===== src/rtl/clause_config_sequencer_pkg.sv =====
// clause_config_sequencer_pkg: default widths, derived bus widths and FSM encoding
package clause_config_sequencer_pkg;
  localparam int CI_W = 4;
  localparam int CB_W = 2;
  localparam int IVI_W = 1;
  localparam int BVI_W = 1;
  localparam int VAR_W = 4;
  localparam int CL_W = 2;
  localparam int NI = 2**IVI_W;
  localparam int NB = 2**BVI_W;
  localparam int NC = 2**CL_W;
  localparam int INT_COEF_W = (NI+1)*CI_W;
  localparam int BOOL_COEF_W = NB*CB_W;
  localparam int GAIN_W = CL_W+1;
  typedef enum logic [1:0] {IDLE, LOAD, RUN} state_e;
endpackage


===== src/rtl/clause_config_sequencer_clause_buffer.sv =====
// clause_config_sequencer_clause_buffer: clause coefficient register file with existing-clause mask
module clause_config_sequencer_clause_buffer #(
  parameter int K = 2,
  parameter int IW = 12,
  parameter int BW = 4,
  localparam int N = 2**K
) (
  input  logic          clk_i,
  input  logic          rst_ni,
  input  logic          we_i,
  input  logic [K-1:0]  waddr_i,
  input  logic          wexists_i,
  input  logic [IW-1:0] wint_i,
  input  logic [BW-1:0] wbool_i,
  input  logic [K-1:0]  raddr_i,
  output logic [IW-1:0] rint_o,
  output logic [BW-1:0] rbool_o,
  output logic [N-1:0]  mask_o
);
  logic [IW-1:0] int_q [N];
  logic [BW-1:0] bool_q [N];
  logic [N-1:0]  mask_q;
  // host write port; everything clears on reset
  always_ff @(posedge clk_i or negedge rst_ni) begin
    if (!rst_ni) begin
      int_q  <= '{default: '0};
      bool_q <= '{default: '0};
      mask_q <= '0;
    end else if (we_i) begin
      int_q[waddr_i]  <= wint_i;
      bool_q[waddr_i] <= wbool_i;
      mask_q[waddr_i] <= wexists_i;
    end
  end
  assign rint_o  = int_q[raddr_i];
  assign rbool_o = bool_q[raddr_i];
  assign mask_o  = mask_q;
endmodule


===== src/rtl/clause_config_sequencer.sv =====
// clause_config_sequencer: replays buffered clauses to the solver, runs it and captures the result
module clause_config_sequencer
  import clause_config_sequencer_pkg::*;
#(
  parameter int MAXIMUM_BIT_WIDTH_OF_INTEGER_COEFFICIENT = CI_W,
  parameter int MAXIMUM_BIT_WIDTH_OF_BOOLEAN_COEFFICIENT = CB_W,
  parameter int MAXIMUM_BIT_WIDTH_OF_INTEGER_VARIABLE_INDEX = IVI_W,
  parameter int MAXIMUM_BIT_WIDTH_OF_BOOLEAN_VARIABLE_INDEX = BVI_W,
  parameter int MAXIMUM_BIT_WIDTH_OF_INTEGER_VARIABLE = VAR_W,
  parameter int MAXIMUM_BIT_WIDTH_OF_CLAUSES_INDEX = CL_W,
  parameter int HOLD_CYCLES = 1,
  localparam int LNI = 2**MAXIMUM_BIT_WIDTH_OF_INTEGER_VARIABLE_INDEX,
  localparam int LNB = 2**MAXIMUM_BIT_WIDTH_OF_BOOLEAN_VARIABLE_INDEX,
  localparam int LK = MAXIMUM_BIT_WIDTH_OF_CLAUSES_INDEX,
  localparam int LNC = 2**LK,
  localparam int ICW = (LNI+1)*MAXIMUM_BIT_WIDTH_OF_INTEGER_COEFFICIENT,
  localparam int BCW = LNB*MAXIMUM_BIT_WIDTH_OF_BOOLEAN_COEFFICIENT,
  localparam int AIW = LNI*MAXIMUM_BIT_WIDTH_OF_INTEGER_VARIABLE,
  localparam int GW = LK+1
) (
  input  logic           in_clk,
  input  logic           in_reset_n,
  input  logic           in_wr_valid,
  output logic           out_wr_ready,
  input  logic [LK-1:0]  in_wr_clause_index,
  input  logic           in_wr_exists,
  input  logic [ICW-1:0] in_wr_coef_int,
  input  logic [BCW-1:0] in_wr_coef_bool,
  input  logic           in_start,
  input  logic [AIW-1:0] in_init_integer,
  input  logic [LNB-1:0] in_init_boolean,
  input  logic           in_abort,
  output logic [LNC-1:0] out_existing_clauses,
  output logic [ICW-1:0] out_clause_coefficients_integer,
  output logic [BCW-1:0] out_clause_coefficients_boolean,
  output logic [LK-1:0]  out_clause_index,
  output logic           out_current_state,
  output logic [AIW-1:0] out_integer_current_assignments,
  output logic [LNB-1:0] out_boolean_current_assignments,
  input  logic           in_ready,
  input  logic [GW-1:0]  in_bestgain,
  input  logic [AIW-1:0] in_best_assignment_integer,
  input  logic [LNB-1:0] in_best_assignment_boolean,
  output logic [GW-1:0]  out_result_gain,
  output logic [AIW-1:0] out_result_integer,
  output logic [LNB-1:0] out_result_boolean,
  output logic           out_done,
  output logic           out_busy
);
  localparam int HW = HOLD_CYCLES > 1 ? $clog2(HOLD_CYCLES) : 1;
  localparam logic [HW-1:0] HOLD_LAST = HW'(HOLD_CYCLES-1);
  localparam logic [LK-1:0] CNT_LAST = LK'(LNC-1);
  state_e         state_q;
  logic [LK-1:0]  cnt_q;
  logic [HW-1:0]  hold_q;
  logic           first_q, cur_q, done_q, wr_ready_q;
  logic [AIW-1:0] init_int_q, res_int_q;
  logic [LNB-1:0] init_bool_q, res_bool_q;
  logic [GW-1:0]  gain_q;
  logic           we;
  assign we = wr_ready_q & in_wr_valid;
  clause_config_sequencer_clause_buffer #(.K(LK), .IW(ICW), .BW(BCW)) u_buf (
    .clk_i     (in_clk),
    .rst_ni    (in_reset_n),
    .we_i      (we),
    .waddr_i   (in_wr_clause_index),
    .wexists_i (in_wr_exists),
    .wint_i    (in_wr_coef_int),
    .wbool_i   (in_wr_coef_bool),
    .raddr_i   (cnt_q),
    .rint_o    (out_clause_coefficients_integer),
    .rbool_o   (out_clause_coefficients_boolean),
    .mask_o    (out_existing_clauses)
  );
  // sequencer FSM; write-ready is registered so it reads 0 while in reset and rises one cycle later
  always_ff @(posedge in_clk or negedge in_reset_n) begin
    if (!in_reset_n) begin
      state_q     <= IDLE;
      cnt_q       <= '0;
      hold_q      <= '0;
      first_q     <= 1'b0;
      cur_q       <= 1'b0;
      done_q      <= 1'b0;
      wr_ready_q  <= 1'b0;
      init_int_q  <= '0;
      init_bool_q <= '0;
      gain_q      <= '0;
      res_int_q   <= '0;
      res_bool_q  <= '0;
    end else if (in_abort) begin
      state_q    <= IDLE;
      first_q    <= 1'b0;
      cur_q      <= 1'b0;
      done_q     <= 1'b0;
      wr_ready_q <= 1'b1;
    end else begin
      done_q <= 1'b0;
      case (state_q)
        IDLE: begin
          wr_ready_q <= !in_start;
          if (in_start) begin
            state_q     <= LOAD;
            cnt_q       <= '0;
            hold_q      <= '0;
            init_int_q  <= in_init_integer;
            init_bool_q <= in_init_boolean;
          end
        end
        LOAD: begin
          if (hold_q == HOLD_LAST) begin
            hold_q <= '0;
            if (cnt_q == CNT_LAST) begin
              state_q <= RUN;
              cur_q   <= 1'b1;
              first_q <= 1'b1;
            end else begin
              cnt_q <= cnt_q + 1'b1;
            end
          end else begin
            hold_q <= hold_q + 1'b1;
          end
        end
        RUN: begin
          first_q <= 1'b0;
          if (!first_q && in_ready) begin
            gain_q     <= in_bestgain;
            res_int_q  <= in_best_assignment_integer;
            res_bool_q <= in_best_assignment_boolean;
            done_q     <= 1'b1;
            cur_q      <= 1'b0;
            state_q    <= IDLE;
            wr_ready_q <= 1'b1;
          end
        end
        default: begin
          state_q    <= IDLE;
          wr_ready_q <= 1'b1;
        end
      endcase
    end
  end
  assign out_wr_ready                    = wr_ready_q;
  assign out_clause_index                = cnt_q;
  assign out_current_state               = cur_q;
  assign out_integer_current_assignments = init_int_q;
  assign out_boolean_current_assignments = init_bool_q;
  assign out_result_gain                 = gain_q;
  assign out_result_integer              = res_int_q;
  assign out_result_boolean              = res_bool_q;
  assign out_done                        = done_q;
  assign out_busy                        = state_q != IDLE;
endmodule


===== config.mk =====
export PLATFORM = sky130hd
export DESIGN_NAME = clause_config_sequencer
export DESIGN_NICKNAME = d
export VERILOG_FILES = /design/src/rtl/clause_config_sequencer_pkg.sv /design/src/rtl/clause_config_sequencer_clause_buffer.sv /design/src/rtl/clause_config_sequencer.sv
export SDC_FILE = /design/constraint.sdc
export NUM_CORES = 1
export LEC_CHECK = 0
export CAP_MARGIN = 20
export CORE_ASPECT_RATIO = 0.5
export CORE_MARGIN = 4
export CORE_UTILIZATION = 45
export DETAILED_ROUTE_END_ITERATION = 12
export GPL_ROUTABILITY_DRIVEN = 0
export PLACE_DENSITY = 0.73
export RECOVER_POWER = 50
export SLEW_MARGIN = 20
export SYNTH_ARGS = -nofsm -noshare
export SYNTH_HDL_FRONTEND = slang
export SYNTH_SLANG_ARGS = --single-unit

===== constraint.sdc =====
create_clock -name in_clk -period 1.95 [get_ports in_clk]
set_input_delay 0.4875 -clock in_clk [delete_from_list [all_inputs] [get_ports in_clk]]
set_output_delay 0.4875 -clock in_clk [all_outputs]
set_load 0.1 [all_outputs]

==> flow_summary.ini, run 1 <==
[cells_and_area]
diodes = 0
finalNonFillerCells = 496
drive_gt1_share_pct = 54.09
syn_to_final_growth_pct = 42.49
fillCellCount = 595
regArea_sq_um = 2486
multi_input_area_sq_um = 1699
fin_util_pct = 68.10
nNetsFinal = 423

[worst_setup_path]
cp.depth = 3
cp_slowest_cell = mux4_2
critPathBufInv = 2
required_ns = 1.46
reg2regPathDepth = 7
path_class = flop to primary output
path_max_fanout = 4
worstSetupStartpointType = flop
crit_path_end_kind = primary output
path_cells = buf_6 -> mux4_2 -> buf_12
arrival_ns = 1.68
crit_family = multiplexers
slowest_delay_ns = 0.55

[yosys]
synthCells = 255
synth_area_leaders = dfrtp_1 (58%), mux2_2 (21%), mux4_2 (8.4%)
yosysMostFrequentCell = dfrtp_1
async_reset_ff_share_pct = 100.0
synthFlopType = dfrtp_1
ys_seq_elements = 99
synth_top_area_share_pct = 57.54
yosys.cell_types.count = 30
ys_warn_count = 0
syn_area_sq_um = 4305
synth.avg_cell_area_sq_um = 16.88
yosysSeqAreaShare_pct = 57.54
synthTopCellsByCount = dfrtp_1 (99), mux2_2 (82), mux4_2 (16)
syn-num-nets = 304
synth_edf_count = 0
synth_area_leader_cell = dfrtp_1

[pwr]
powerDensity_nw_per_um2 = 1334
power_frac_clock_pct = 21.1
power_frac_comb_pct = 45.6
p_int_uw = 4965
power_switching_uw = 3218
sw_frac_of_total_pct = 39.33
ir_drop_v = 0.0006672
leakage_uw = 0.002682
seq_power_share_pct = 33.3
total_power_uw = 8183

[outcome]
violations = negative setup slack
outcome = complete, but fails checks

[clock_tree]
hold_buffers = 0
clk-insertion-delay-late_ns = 0.33
root_buffer = clkbuf_16
cts_sinks = 99
cts_tree = built
cts.htree.levels = 3
path_clk_slew_ns = 0.06
clock_path_buffers = 2
cts_made_buffers = 9

[drt]
routed_wl_mm = 9.491
vias_per_cell = 5.278
first_iter_violations = 109
drtAntennaViolNets = 0
drtPass1Iterations = 4
vias = 2618
wl_per_cell_um = 19.14
drc = 0

[die]
die_w_um = 146.3
dieArea_sq_um = 11290
ios = 97
die_h_um = 77.17
row_count = 24
core_sq_um = 9009
initial_core_util_pct = 47.79

[global_route]
antenna_found_initial = 0
grt_pass1_vias = 3135
grt_max_degree = 33
grt_pass1_wl_mm = 16.23
track_usage_pct = 18.30
globalRouteOverflowTotal = 0

[sta]
clock.fmax_mhz = 461.3
setup_viol = 16
layout_min_cycle_time_ns = 2.168
setup_ws_ns = -0.2176
rsz0062_at_grt = true
slew_viol_final = 0
period_share_pct = 111.2
hold_violations = 0
clock_skew_ns = 0.005295
tightest_slew_ns = 0.8069
relSlewSlack_pct = 46.21

[hold_path]
min_path_type = primary input to asynchronous set/reset pin

[run]
maxCapViolCount = 0

[placed_design]
dpl.cell_count = 475
io_buffer_count = 96
dpl.hpwl_mm = 6.695
-- sequential cells by signal, indices dropped and copies added (netlist names) --
name                             count
first_q                              1
out_result_boolean                   2
u_buf.mask_o                         4
out_boolean_current_assignments      2
out_integer_current_assignments      8
out_wr_ready                         1
u_buf.int_q                         48
out_result_gain                      3
out_current_state                    1
state_q                              2
out_done                             1
u_buf.bool_q                        16
out_result_integer                   8
out_clause_index                     2
-- power by group through the flow --
stage | Clock (uW) | Sequential [uW] | Combinational (uW)
detailed placement | 0 | 2810 | 3780
finish | 1730 | 2720 | 3740
global placement | 0 | 2780 | 3730
global route | 1870 | 2760 | 3860
floorplan | 0 | 3280 | 1860
CTS | 1760 | 2740 | 3890
-- worst reg2reg max path, cell delays in order, from the launching register on --
cell and delay (ns):
dfrtp_4 0.51, buf_12 0.17, buf_4 0.13, buf_4 0.14, ha_1 0.21, nand2b_1 0.15, a21boi_2 0.17, mux2_4 0.31
-- placed cells by master (no fill, tap or decap), types with 2 or more instances in the layout --
master,Yosys,routed
o21ai_0,2,2
clkbuf_16,0,9
mux2_4,10,11
buf_12,0,42
nand2b_1,3,4
buf_4,3,13
a21oi_1,5,5
nor2_1,3,3
clkbuf_2,0,17
mux4_2,16,16
dfrtp_1,99,96
nand2_1,2,2
mux2_2,82,81
dfrtp_4,0,2
clkbuf_1,1,6
clkdlybuf4s50_1,0,46
buf_6,6,2
nand4b_2,2,2
nand3b_1,2,2
-- kinds of logic (layout without fill, tap and decap cells) --
| logic type | after synthesis | after routing | share of synthesized area, % |
|---|---|---|---|
| muxes | 108 | 108 | 33.30 |
| DFF | 99 | 99 | 57.54 |
| and+or+nand+nor | 21 | 21 | 4.476 |
| buffers and inverters | 14 | 138 | 2.644 |
| AOI/OAI and AO/OA | 12 | 12 | 1.744 |
| adders and majority gates | 1 | 1 | 0.2906 |
-- final cells by class --
type                       instances  area share [%]
timing repair buffer             122           24.68
sequential                        99           40.53
multi-input combinational        142           27.70
clock buffer                      14           4.140
clock inverter                     2          0.5711
tap                              117           2.386
-- per-layer routing --
layer	part of all wire [%]	routed length [um]	track usage, %	vias up
met2	53	5006	33.20	62
met1	40	3788	20.42	1368
met4	0.92	87	4.221	0
met5	0	0	0	-
li1	-	-	-	1180
met3	6.4	608	7.244	8
-- per-stage QoR --
step	setup slack [ns]	cell area (sq um)	hold slack (ns)	setup TNS [ns]
final	-0.2176	6135	0.2358	-3.206
after global routing	-0.2602	6135	0.2751	-4.501
after CTS	-0.2199	6396	0.1090	-3.279
after detailed placement	-0.08237	6053	0.4673	-1.404
after global placement	-0.03358	6053	0.4564	-0.4941
after floorplan	-0.2743	4342	0.1919	-3.085
-- path summary, 6_finish.rpt --
path / slack, ns / start / end
setup reg to reg: 0.05 / out_clause_index[0] / out_clause_index[1]
hold reg to reg: 0.50 / u_buf.bool_q[3] / u_buf.bool_q[3]
setup / recovery: -0.22 / out_clause_index[0] / out_clause_coefficients_integer[3]
min in group in_clk: 0.50 / u_buf.bool_q[3] / u_buf.bool_q[3]
max in group asynchronous: 0.64 / in_reset_n / u_buf.int_q[26]
hold / removal: 0.24 / in_reset_n / u_buf.int_q[15]
-- what timing repair did --
action                                  4_1_cts  5_1_grt
buffers inserted                              4        1
endpoints found under the setup margin       16       17
pin swaps                                     0        1
resized for setup                             5        1
No activity file was read; power rests on OpenSTA's default activity.
==> run 2, diff against run 1 <==
--- a/config.mk
+++ b/config.mk
@@ -16,4 +16,5 @@
 export SLEW_MARGIN = 20
 export SYNTH_ARGS = -nofsm -noshare
 export SYNTH_HDL_FRONTEND = slang
+export SYNTH_HIERARCHICAL = 1
 export SYNTH_SLANG_ARGS = --single-unit
==> run 2 against run 1 <==
  * The run still ends with negative setup slack left
  * Global-route usage down 0.89 points
  * Final cell count down 1.4%
  * Cell area down 2.1%
  * Sequential share of layout area up 0.92 points
  * Sequential cell count unchanged
  * Synthesized cell count up 1.2%
  * Synthesized area down 0.52%
==> flow_summary.ini, run 2 <==
[outcome]
outcome = complete, but fails checks
violations = negative setup slack

[cells_and_area]
reg_top3 = u_buf/int_q x48, u_buf/bool_q x16
nNetsFinal = 416
syn_to_final_growth_pct = 40.26
final_area_sq_um = 6007
final_common_cell = dfrtp_1
layout_common_cells = dfrtp_1 (95), mux2_2 (82), clkdlybuf4s50_1 (45), buf_12 (40)
largest_reg_flops = 48
top_register = u_buf/int_q
drive_gt1_share_pct = 52.96
fin_util_pct = 66.90
finalNonFillerCells = 489
diodes = 0

[drt]
routed_wl_mm = 9.208
vias = 2579
drtPass1Iterations = 4
drtAntennaViolNets = 0
first_iter_violations = 99
vias_per_cell = 5.274
drc = 0
wl_per_cell_um = 18.83

[placed_design]
dpl.cell_count = 470
dpl_cell_area_sq_um = 5933
pre_cts_slack_ns = -0.1297
io_buffer_count = 96
dpl.hpwl_mm = 6.612

[die]
die_h_um = 76.99
ios = 97
row_count = 24
die_w_um = 146.0
dieArea_sq_um = 11240
core_sq_um = 8979
initial_core_util_pct = 47.70

[clock_tree]
cts.htree.levels = 3
cts_tree = built
cts_sinks = 99
clock_path_buffers = 2
cts_made_buffers = 9
clk-insertion-delay-late_ns = 0.34
path_clk_slew_ns = 0.07
root_buffer = clkbuf_16

[sta]
hold_violations = 0
tightest_slew_ns = 0.8931
setup_viol = 16
clock.fmax_mhz = 459.4
period_share_pct = 111.6
slew_viol_final = 0
setup_ws_ns = -0.2267
clock_skew_ns = 0.009577
fin_setup_tns_ns = -3.289
relSlewSlack_pct = 40.46
layout_min_cycle_time_ns = 2.177
rsz0062_at_grt = true

[pwr]
sw_frac_of_total_pct = 43.59
powerDensity_nw_per_um2 = 1552
power_frac_comb_pct = 52.2
p_int_uw = 5260
ir_drop_v = 0.0006070
power_frac_clock_pct = 17.2
seq_power_share_pct = 30.6
power_switching_uw = 4064
leakage_uw = 0.002627

[worst_setup_path]
rr_startpoint = out_clause_index[0]
slowest_delay_ns = 0.55
worstSetupStartpointType = flop
reg2reg_slack_ns = 0.18
path_max_fanout = 8
reg2regPathDepth = 6
path_class = flop to primary output
required_ns = 1.46
crit_family = multiplexers
path_cells = buf_12 -> mux4_2 -> buf_12
cp_slowest_cell = mux4_2
cp.depth = 3
arrival_ns = 1.69
worstReg2RegEnd = out_clause_index[1]
cpMostUsedCell = buf_12
critPathBufInv = 2
crit_path_end_kind = primary output

[yosys]
synthFlopType = dfrtp_1
ys_warn_count = 6
async_reset_ff_share_pct = 100.0
yosysSeqAreaShare_pct = 57.84
yosys.cell_types.count = 34
synth_top_area_share_pct = 57.84
ys_seq_elements = 99
synth.avg_cell_area_sq_um = 16.60
syn_area_sq_um = 4283
yosysMostFrequentCell = dfrtp_1
synth_edf_count = 0
synthCells = 258
synth_area_leader_cell = dfrtp_1
syn-num-nets = 307
synthTopCellsByCount = dfrtp_1 (99), mux2_2 (82), mux4_2 (16)
synth_area_leaders = dfrtp_1 (58%), mux2_2 (22%), mux4_2 (8.4%)

[global_route]
grt_pass1_wl_mm = 15.32
groute.layer.met1.usage_pct = 20.62
grt_pass1_vias = 2924
antenna_found_initial = 0
globalRouteOverflowTotal = 0
grtUsageMet3_pct = 4.711
track_usage_pct = 17.41
grt_max_degree = 44
grtUsageMet2_pct = 31.64
grt_most_used_layer = met2

[run]
maxCapViolCount = 0

[hold_path]
min_path_type = primary input to asynchronous set/reset pin
[run 2: cell types whose count changed after synthesis, sizes merged, moves of 2 or more]
cell	delta
a21oi	-2
and2	+2
inv	+3
nand2b	-4
nand4b	-2
nor2	-2
nor2b	+2
nor3b	+2
o21ai	+2
[run 2: worst max-delay path by stage]
stage	startpoint	end	slack, ns
finish	out_clause_index[0]	out_clause_coefficients_integer[2]	-0.23
CTS	out_clause_index[0]	out_clause_coefficients_integer[4]	-0.24
detailed placement	in_start	out_integer_current_assignments[6]	-0.13
global placement	in_ready	out_result_integer[2]	-0.06
floorplan	out_clause_index[0]	out_clause_coefficients_boolean[0]	-0.26
global route	out_clause_index[0]	out_clause_coefficients_integer[4]	-0.28
[run 2: cell type report]
class                           count  area, sq um
Fill cell                         614         2972
Sequential cell                    99         2490
Multi-Input combinational cell    142         1678
Timing Repair Buffer              112         1409
Clock buffer                       12        246.5
Tap cell                          117        146.4
Clock inverter                      4        26.28
Inverter                            3        11.26
[run 2: what timing repair did]
| action | in CTS | in global routing |
|---|---|---|
| hold buffers | 0 | 0 |
| endpoints found under the setup margin | 16 | 17 |
| buffers inserted | 3 | 0 |
| gates resized for setup | 0 | 1 |
[run 2: power by group through the flow]
stage | clock network [uW] | registers [uW] | logic (uW)
2_1_floorplan | 0 | 3600 | 2450
3_3_place_gp | 0 | 2920 | 4890
3_5_place_dp | 0 | 2980 | 4950
4_1_cts | 1660 | 2880 | 5090
5_1_grt | 1750 | 2900 | 5020
6_report | 1600 | 2850 | 4870
[run 2: per-stage QoR]
stage / hold slack [ns] / power (uW)
floorplan: 0.1919 / 6053
global placement: 0.4697 / 7812
detailed placement: 0.4843 / 7929
CTS: 0.1137 / 9633
global route: 0.3457 / 9676
finish: 0.2614 / 9324
[run 2: routing by layer]
metal	routed length [um]	vias to the layer above	part of all wire [%]
met2	5116	45	56
met3	319	13	3.5
met4	97	0	1.1
met5	0	-	0
met1	3675	1346	40
li1	-	1175	-
[run 2: cell families after synthesis]
logic type,count (synthesis),synth area share [%]
flip-flops,99,57.84
buffers and inverters,17,2.980
AND/OR/NAND/NOR,21,3.710
adder cells (fa/ha/maj),1,0.2921
multiplexers,108,33.36
AO/OA/AOI/OAI,12,1.811
